===== src/rtl/befehl_ablaufsteuerung_if.sv =====
// Fetch/execute handshake between the instruction sequencer, the instruction
// memory port and the execute unit.
interface befehl_ablaufsteuerung_if #(
   parameter int ADDR_WIDTH = 26,
   parameter int DATA_WIDTH = 32
);
   logic                  SpeicherAnfrage;
   logic                  SpeicherBereit;
   logic [DATA_WIDTH-1:0] Befehlswort;
   logic [DATA_WIDTH-1:0] Befehl;
   logic                  BefehlGueltig;
   logic                  AusfuehrungFertig;
   logic                  SprungGueltig;
   logic [ADDR_WIDTH-1:0] SprungZiel;

   modport master (
      output SpeicherAnfrage, Befehl, BefehlGueltig,
      input  SpeicherBereit, Befehlswort, AusfuehrungFertig, SprungGueltig, SprungZiel
   );

   modport slave (
      input  SpeicherAnfrage, Befehl, BefehlGueltig,
      output SpeicherBereit, Befehlswort, AusfuehrungFertig, SprungGueltig, SprungZiel
   );
endinterface


===== src/rtl/befehl_ablaufsteuerung.sv =====
// Fetch/execute/advance sequencer driving the PC register, one TaktSignal per retired
// instruction. Define BEFEHLSZAEHLER_EN to add the 32-bit retired-instruction counter.
module befehl_ablaufsteuerung #(
   parameter int ADDR_WIDTH    = 26,
   parameter int DATA_WIDTH    = 32,
   parameter int FETCH_TIMEOUT = 255
) (
   input  logic                  Clock,
   input  logic                  Reset,
   input  logic                  Start,
   input  logic                  HaltAnfrage,
   befehl_ablaufsteuerung_if.master bus,
   output logic                  TaktSignal,
   output logic                  SchreibSignal,
   output logic [ADDR_WIDTH-1:0] NeuerPC,
   output logic                  Angehalten,
   output logic                  Fehler,
   output logic [2:0]            Zustand
`ifdef BEFEHLSZAEHLER_EN
   ,output logic [31:0]          BefehlsZaehler
`endif
);

   typedef enum logic [2:0] {
      IDLE  = 3'd0,
      FETCH = 3'd1,
      EXEC  = 3'd2,
      STEP  = 3'd3,
      FAULT = 3'd4
   } zustand_t;

   localparam int CNT_W = $clog2(FETCH_TIMEOUT + 1);
   localparam logic [CNT_W-1:0] CNT_LAST = CNT_W'(FETCH_TIMEOUT - 1);

   zustand_t              zustand;
   logic [CNT_W-1:0]      warte_cnt;
   logic [DATA_WIDTH-1:0] befehl_q;
   logic                  gueltig_q;
   logic                  sprung_q;
   logic                  halt_q;
   logic [ADDR_WIDTH-1:0] neuer_pc_q;
`ifdef BEFEHLSZAEHLER_EN
   logic [31:0]           zaehler_q;
`endif

   // The PC register adds one to whatever it loads, so a jump hands over target-1.
   function automatic logic [ADDR_WIDTH-1:0] ladewert(input logic sprung,
                                                      input logic [ADDR_WIDTH-1:0] ziel);
      return sprung ? ziel - 1'b1 : '0;
   endfunction

   always_ff @(posedge Clock or negedge Reset) begin
      if (!Reset) begin
         zustand    <= IDLE;
         warte_cnt  <= '0;
         befehl_q   <= '0;
         gueltig_q  <= 1'b0;
         sprung_q   <= 1'b0;
         halt_q     <= 1'b0;
         neuer_pc_q <= '0;
      end else begin
         gueltig_q <= 1'b0;
         if (HaltAnfrage && zustand != IDLE)
            halt_q <= 1'b1;
         case (zustand)
            IDLE: begin
               if (Start) begin
                  warte_cnt <= '0;
                  zustand   <= FETCH;
               end
            end
            FETCH: begin
               // Data arriving on the last allowed cycle takes priority over the timeout.
               if (bus.SpeicherBereit) begin
                  befehl_q  <= bus.Befehlswort;
                  gueltig_q <= 1'b1;
                  zustand   <= EXEC;
               end else if (warte_cnt == CNT_LAST) begin
                  zustand <= FAULT;
               end else begin
                  warte_cnt <= warte_cnt + 1'b1;
               end
            end
            EXEC: begin
               if (bus.AusfuehrungFertig) begin
                  sprung_q   <= bus.SprungGueltig;
                  neuer_pc_q <= ladewert(bus.SprungGueltig, bus.SprungZiel);
                  zustand    <= STEP;
               end
            end
            STEP: begin
               sprung_q   <= 1'b0;
               neuer_pc_q <= '0;
               if (halt_q) begin
                  halt_q  <= 1'b0;
                  zustand <= IDLE;
               end else begin
                  warte_cnt <= '0;
                  zustand   <= FETCH;
               end
            end
            FAULT: begin
               if (Start) begin
                  halt_q   <= 1'b0;
                  sprung_q <= 1'b0;
                  zustand  <= IDLE;
               end
            end
            default: zustand <= IDLE;
         endcase
      end
   end

`ifdef BEFEHLSZAEHLER_EN
   always_ff @(posedge Clock or negedge Reset) begin
      if (!Reset)
         zaehler_q <= '0;
      else if (zustand == STEP)
         zaehler_q <= zaehler_q + 32'd1;
   end

   assign BefehlsZaehler = zaehler_q;
`endif

   assign bus.SpeicherAnfrage = (zustand == FETCH);
   assign bus.Befehl          = befehl_q;
   assign bus.BefehlGueltig   = gueltig_q;
   assign TaktSignal          = (zustand == STEP);
   assign SchreibSignal       = (zustand == STEP) && sprung_q;
   assign NeuerPC             = neuer_pc_q;
   assign Angehalten          = (zustand == IDLE);
   assign Fehler              = (zustand == FAULT);
   assign Zustand             = zustand;

endmodule

===== src/flat_wrapper.sv =====
// flat-port wrapper written by rule: the top's interface ports become plain ports
module befehl_ablaufsteuerung_flat 
#(
   parameter int ADDR_WIDTH    = 26,
   parameter int DATA_WIDTH    = 32,
   parameter int FETCH_TIMEOUT = 255
)
  (Clock, Reset, Start, HaltAnfrage, TaktSignal, SchreibSignal, NeuerPC, Angehalten, Fehler, Zustand, bus_SpeicherAnfrage, bus_Befehl, bus_BefehlGueltig, bus_SpeicherBereit, bus_Befehlswort, bus_AusfuehrungFertig, bus_SprungGueltig, bus_SprungZiel);
  befehl_ablaufsteuerung_if #(.ADDR_WIDTH(ADDR_WIDTH), .DATA_WIDTH(DATA_WIDTH)) bus_i ();
  input  logic Clock;
  input  logic Reset;
  input  logic Start;
  input  logic HaltAnfrage;
  output logic TaktSignal;
  output logic SchreibSignal;
  output logic [ADDR_WIDTH-1:0] NeuerPC;
  output logic Angehalten;
  output logic Fehler;
  output logic [2:0] Zustand;
  output wire logic [$bits(bus_i.SpeicherAnfrage)-1:0] bus_SpeicherAnfrage;
  output wire logic [$bits(bus_i.Befehl)-1:0] bus_Befehl;
  output wire logic [$bits(bus_i.BefehlGueltig)-1:0] bus_BefehlGueltig;
  input wire logic [$bits(bus_i.SpeicherBereit)-1:0] bus_SpeicherBereit;
  input wire logic [$bits(bus_i.Befehlswort)-1:0] bus_Befehlswort;
  input wire logic [$bits(bus_i.AusfuehrungFertig)-1:0] bus_AusfuehrungFertig;
  input wire logic [$bits(bus_i.SprungGueltig)-1:0] bus_SprungGueltig;
  input wire logic [$bits(bus_i.SprungZiel)-1:0] bus_SprungZiel;
  assign bus_SpeicherAnfrage = bus_i.SpeicherAnfrage;
  assign bus_Befehl = bus_i.Befehl;
  assign bus_BefehlGueltig = bus_i.BefehlGueltig;
  assign bus_i.SpeicherBereit = bus_SpeicherBereit;
  assign bus_i.Befehlswort = bus_Befehlswort;
  assign bus_i.AusfuehrungFertig = bus_AusfuehrungFertig;
  assign bus_i.SprungGueltig = bus_SprungGueltig;
  assign bus_i.SprungZiel = bus_SprungZiel;
  befehl_ablaufsteuerung #(.ADDR_WIDTH(ADDR_WIDTH), .DATA_WIDTH(DATA_WIDTH), .FETCH_TIMEOUT(FETCH_TIMEOUT)) u_core (.Clock(Clock), .Reset(Reset), .Start(Start), .HaltAnfrage(HaltAnfrage), .bus(bus_i), .TaktSignal(TaktSignal), .SchreibSignal(SchreibSignal), .NeuerPC(NeuerPC), .Angehalten(Angehalten), .Fehler(Fehler), .Zustand(Zustand));
endmodule

===== config.mk =====
export PLATFORM = sky130hd
export DESIGN_NAME = befehl_ablaufsteuerung_flat
export DESIGN_NICKNAME = d
export VERILOG_FILES = /design/src/rtl/befehl_ablaufsteuerung_if.sv /design/src/rtl/befehl_ablaufsteuerung.sv /design/src/flat_wrapper.sv
export SDC_FILE = /design/constraint.sdc
export NUM_CORES = 1
export LEC_CHECK = 0
export ABC_AREA = 0
export CAP_MARGIN = 10
export CORE_UTILIZATION = 35
export DETAILED_ROUTE_END_ITERATION = 8
export GPL_TIMING_DRIVEN = 0
export HOLD_SLACK_MARGIN = 0.1
export PLACE_DENSITY = 0.69
export SLEW_MARGIN = 5
export SYNTH_ARGS = -nofsm -noshare
export SYNTH_HDL_FRONTEND = slang
export SYNTH_SLANG_ARGS = --single-unit

===== constraint.sdc =====
create_clock -name Clock -period 2.2 [get_ports Clock]
set_clock_uncertainty 0.15 [all_clocks]
set_input_delay 0.22 -clock Clock [delete_from_list [all_inputs] [get_ports Clock]]
set_output_delay 0.22 -clock Clock [all_outputs]
set_load 0.05 [all_outputs]

* Word-level counts from Yosys, hierarchy flattened
Index checks and enable logic that the tools add are counted.
Word-level totals: input port bits 65, register bits after elaboration 72, logic and storage cells 57
Cells by class: reductions and logical operators 12, add/subtract/negate cells 2, equality and inequality tests 12, multiplexer cells 24
Operators with widths (count):
- 2-to-1 mux 26 bit | 2
- case mux 26 bit (2 select lines) | 1
- 2-to-1 mux 8 bit | 4
- subtractor 26 x 1 -> 26 bit, second input constant | 1
- case mux 8 bit (3 select lines) | 1
- 2-to-1 mux 3 bit | 5
- case mux 3 bit (5 select lines) | 1
- inequality test 2 bit, second input constant | 6
- nonzero test 3 bit | 3
- adder 8 x 1 -> 8 bit, second input constant | 1
- == test 8 bit, second input constant | 1
- 2-to-1 mux 1 bit | 8
- == test 3 x 2 -> 1 bit, second input constant | 2
- AND reduction 5 bit | 1
- AND reduction 2 bit | 2
- AND reduction 4 bit | 1
- == test 3 x 1 -> 1 bit, second input constant | 1
- == test 3 bit, second input constant | 1
- logical NOT 3 bit | 1
- inequality test 3 x 1 -> 1 bit, second input constant | 1
- case mux 1 bit (3 select lines) | 1
- AND reduction 3 bit | 1
- logical AND 1 bit | 2
- case mux 1 bit (2 select lines) | 1
- nonzero test 2 bit | 1

* Depth between registers and ports, before layout
depth in word-level cells 5, mapped depth 8, depth with buffers taken out 7

* Worst setup path after synthesis
Ideal clock, no wire load.
path kind reg-to-reg, start reg u_core.zustand[2] (netlist: u_core.Zustand[2]), end reg u_core.sprung_q, slack -0.607 ns, data required time 1.915 ns, library setup time 0.135 ns, stages on the path, launching flop included 6, path buffers 1, arrival 2.522 ns, period minus slack after synthesis 2.807 ns, cells stage by stage dfrtp_1 > clkbuf_1 > nor3b_1 > nand2_1 > nand3_1 > nand2_1
On the way: longest elaborated chain between the ends 3
Ends and longest elaborated chain:
- start, declared | line befehl_ablaufsteuerung.sv:35 | zustand_t zustand;
- start signal, assigned | line befehl_ablaufsteuerung.sv:54 | zustand <= IDLE;
- start signal, assigned | line befehl_ablaufsteuerung.sv:69 | zustand <= FETCH;
- start signal, assigned | line befehl_ablaufsteuerung.sv:77 | zustand <= EXEC;
- == test 3 bit *
- named net Fehler | line flat_wrapper.sv:18 | output logic Fehler;
- inequality test 2 bit (no source line) or nonzero test 3 bit (tied branches)
- AND reduction 3 bit (no source line)
- end signal, assigned | line befehl_ablaufsteuerung.sv:86 | sprung_q <= bus.SprungGueltig;
- end, declared | line befehl_ablaufsteuerung.sv:39 | logic sprung_q;
The timed path passes the listed nets; every way through them passes the cells marked *. A chain may end at the register's enable or synchronous reset.

* Final worst setup path
start in bus_SprungZiel[13], end reg u_core.neuer_pc_q[23] (netlist: u_core.NeuerPC[23])
On the way: longest elaborated chain between the ends 4
Ends and longest elaborated chain:
- start, declared | line flat_wrapper.sv:27 | input wire logic [$bits(bus_i.SprungZiel)-1:0] bus_SprungZiel;
- subtractor 26 x 1 -> 26 bit | line befehl_ablaufsteuerung.sv:49 | return sprung ? ziel - 1'b1 : '0;
- 2-to-1 mux 26 bit | line befehl_ablaufsteuerung.sv:49
- 2-to-1 mux 26 bit | line befehl_ablaufsteuerung.sv:85 | if (bus.AusfuehrungFertig) begin
- case mux 26 bit (2 select lines) | line befehl_ablaufsteuerung.sv:65 | case (zustand)
- end signal, assigned | line befehl_ablaufsteuerung.sv:87 | neuer_pc_q <= ladewert(bus.SprungGueltig, bus.SprungZiel);
- end, declared | line befehl_ablaufsteuerung.sv:41 | logic [ADDR_WIDTH-1:0] neuer_pc_q;
No other way between the ends. The select of a mux whose other input is x is not followed.

==> flow_metrics.py <==
metrics = {
    "critical_path": {
        "crit_fanout": 5,
        "cp.required_ps": 2260,
        "arrival_ps": 2230,
        "crit_type": "in2reg",
        "ff2ff_setup_slack_ps": 150,
        "critPathCaptureType": "flop",
        "startpoint_type": "input port",
    },
    "clocking": {
        "insertion_delay_ps": 330,
        "cts_buffers": 9,
        "h-tree-depth": 3,
        "clock_path_buffers": 2,
        "ctsRootBufferMaster": "clkbuf_8",
        "cts.sinks": 72,
        "cts_tree": "yes",
        "cts.reportedPaths.clkPinSlew_ps": 80,
    },
    "sta": {
        "max_slew_margin": 0.644,
        "fin_tns_setup_ps": 0,
        "finalSetupViolations": 0,
        "fin_crit_ps": 2160,
        "worst_pin_slew_ps": 532,
        "rsz0062_at_grt": "no",
        "layout_worst_path_cycle_share": 0.982,
        "maxSlewViolCount": 0,
        "hold_ws_ps": 211,
        "timing.fmax_mhz": 463,
        "hold_viol_final": 0,
    },
    "floorplan": {
        "pin_count": 132,
        "dieArea_um2": 9890,
        "initial_core_util": 0.360,
        "num_rows": 35,
        "die-width_um": 99.4,
        "core_um2": 9240,
        "die_h_um": 99.4,
    },
    "power_and_ir_drop": {
        "switchingPower_mw": 3.42,
        "powerDensity_nw_per_um2": 1430,
        "seqPwrFrac": 0.294,
        "p_comb_frac": 0.560,
        "p_int_mw": 3.84,
        "switching_share": 0.471,
        "total_power_mw": 7.25,
        "p_clk_frac": 0.146,
        "ir_worst_vdd_mv": 0.652,
        "p_leak_nw": 2.05,
    },
    "global_routing": {
        "grt_usage": 0.165,
        "gr-usage-met1": 0.192,
        "grt_pass1_vias": 2744,
        "grt_busiest_layer": "met2",
        "grt_max_degree": 38,
        "antenna_found_initial": 0,
        "grt_pass1_wl_um": 12700,
        "grt_util_met2": 0.270,
        "grtUsageMet3": 0.0689,
        "globalRouteOverflowTotal": 0,
    },
    "drt": {
        "vias": 2820,
        "drt_wl_total_um": 7940,
        "drt_iter0_markers": 64,
        "viasPerCell": 4.84,
        "routedWlPerCell_um": 13.6,
        "drt-pass1-iter-count": 4,
        "ant_nets": 0,
        "drc": 0,
    },
    "layout": {
        "nets": 517,
        "drive_above_1_share": 0.141,
        "multi_input_area_um2": 1500,
        "fin_cells": 583,
        "final.fill_count": 841,
        "final_common_cell": "clkdlybuf4s50_1",
        "regArea_um2": 1800,
        "synthToLayoutAreaGrowth_pct": 52.8,
        "antenna_cells": 0,
        "layout_common_cells": "clkdlybuf4s50_1, dfrtp_1, nand2_1",
    },
    "logic_synthesis": {
        "ys_seq_elements": 72,
        "synth_ff_type": "dfrtp_1",
        "synth_edf_count": 0,
        "yosysWarningCount": 0,
        "synth_fp_nets": 371,
        "syn_avg_cell_area_um2": 11.0,
        "yosysSeqAreaShare": 0.542,
        "synth_area_um2": 3320,
        "ys_top_cells_by_area": "dfrtp_1, mux2_2, mux2_1, xnor2_1, nand2_1",
        "synth_top_area_share": 0.542,
        "synth_area_leader_cell": "dfrtp_1",
        "synthArstFlopShare": 1.00,
        "synthCells": 303,
        "synth_cell_types": 40,
    },
    "run_status": {
        "status": "completed",
    },
    "job": {
        "drv_cap": 0,
    },
    "placement": {
        "dpl.cell_count": 564,
        "io_buffers": 131,
        "place_hpwl_um": 5990,
        "gp_congestion": 0.798,
    },
    "hold_path": {
        "hold_class": "in2reg",
    },
}
logic make-up (layout without fill, tap and decap cells):
group	count (synthesis)	after routing	share of synthesized area
xor gates and xnor gates	24	24	0.0633
DFF	72	72	0.542
adders and majority gates	3	3	0.0113
AOI/OAI and AO/OA	53	53	0.0896
muxes	32	32	0.108
and+or+nand+nor	101	101	0.164
buffers and inverters	18	169	0.0211
critical path, cell delays in order:
cell and delay, ps:
clkdlybuf4s50_1 440, or4_4 540, or4_4 560, nor4_4 240
xnor2_1 160, o21ai_2 60
Yosys cell counts, types with 3 or more instances:
library cell	count
dfrtp_1	72
nand2_1	33
o21ai_1	23
mux2_2	18
xnor2_1	17
mux2_1	14
nor2_1	13
o21ai_0	11
nor3_1	10
a21oi_1	9
clkbuf_1	9
inv_1	7
nand3_1	7
or3_1	7
xor2_1	7
nor2b_1	5
or4_1	4
ha_1	3
nor3b_1	3
nor4_1	3
o31ai_1	3
power by group through the flow:
| stage | Clock, mW | Sequential, mW | Combinational, mW |
|---|---|---|---|
| finish | 1.06 | 2.13 | 4.06 |
| global route | 1.16 | 2.21 | 4.27 |
| CTS | 1.09 | 2.14 | 4.09 |
| floorplan | 0 | 3.84 | 0.950 |
| global placement | 0 | 2.14 | 4.05 |
| detailed placement | 0 | 2.16 | 4.09 |
worst paths after layout:
path                                                   from                           endpoint  depth (start not counted)
hold / removal                           bus_SprungZiel[12]     u_core.NeuerPC[12]$_DFFE_PN0P_                          3
max in group asynchronous                             Reset  u_core.bus.Befehl[15]$_DFFE_PN0P_                          3
hold reg to reg            u_core.bus.Befehl[9]$_DFFE_PN0P_   u_core.bus.Befehl[9]$_DFFE_PN0P_                          1
setup reg to reg              u_core.Zustand[1]$_DFFE_PN0P_  u_core.bus.Befehl[28]$_DFFE_PN0P_                          4
setup / recovery                         bus_SprungZiel[13]     u_core.NeuerPC[23]$_DFFE_PN0P_                          6
min in group asynchronous                             Reset     u_core.NeuerPC[18]$_DFFE_PN0P_                          2
per-stage QoR:
stage	cell area, µm²	worst slack [ps]	util
final	5080	39.0	0.550
after global routing	5080	0.656	0.550
after CTS	5070	4.92	0.548
after floorplan	3340	-91.1	-
after detailed placement	4830	-442	0.523
after global placement	4810	-2080	0.521
final cells by class:
type	count	area share
multi-input cells	213	0.295
well taps	129	0.0318
clock inverters	3	0.00788
repair buffers	136	0.265
flip-flops and latches	72	0.355
clock buffers	13	0.0313
plain buffers	10	0.00887
inverters	7	0.00517
flip-flops by register name, indices dropped and copies added (netlist names):
signal / flops
u_core.bus.Befehl: 32
u_core.NeuerPC: 26
u_core.warte_cnt: 8
u_core.Zustand: 3
u_core.bus.BefehlGueltig: 1
u_core.halt_q: 1
u_core.sprung_q: 1
what timing repair did:
| item | 4_1_cts | 5_1_grt |
|---|---|---|
| endpoints found under the hold margin | 36 | 0 |
| gates resized for setup | 19 | 11 |
| endpoints found under the setup margin | 20 | 43 |
| hold buffers | 1 | 0 |
| pin swaps | 2 | 2 |
| setup buffers | 1 | 2 |
metal layers:
| layer | up-vias | wire (µm) |
|---|---|---|
| met3 | 10 | 755 |
| met1 | 1345 | 3350 |
| met5 | - | 0 |
| li1 | 1353 | - |
| met2 | 112 | 3740 |
| met4 | 0 | 104 |
(Power assumes the default switching activity.)
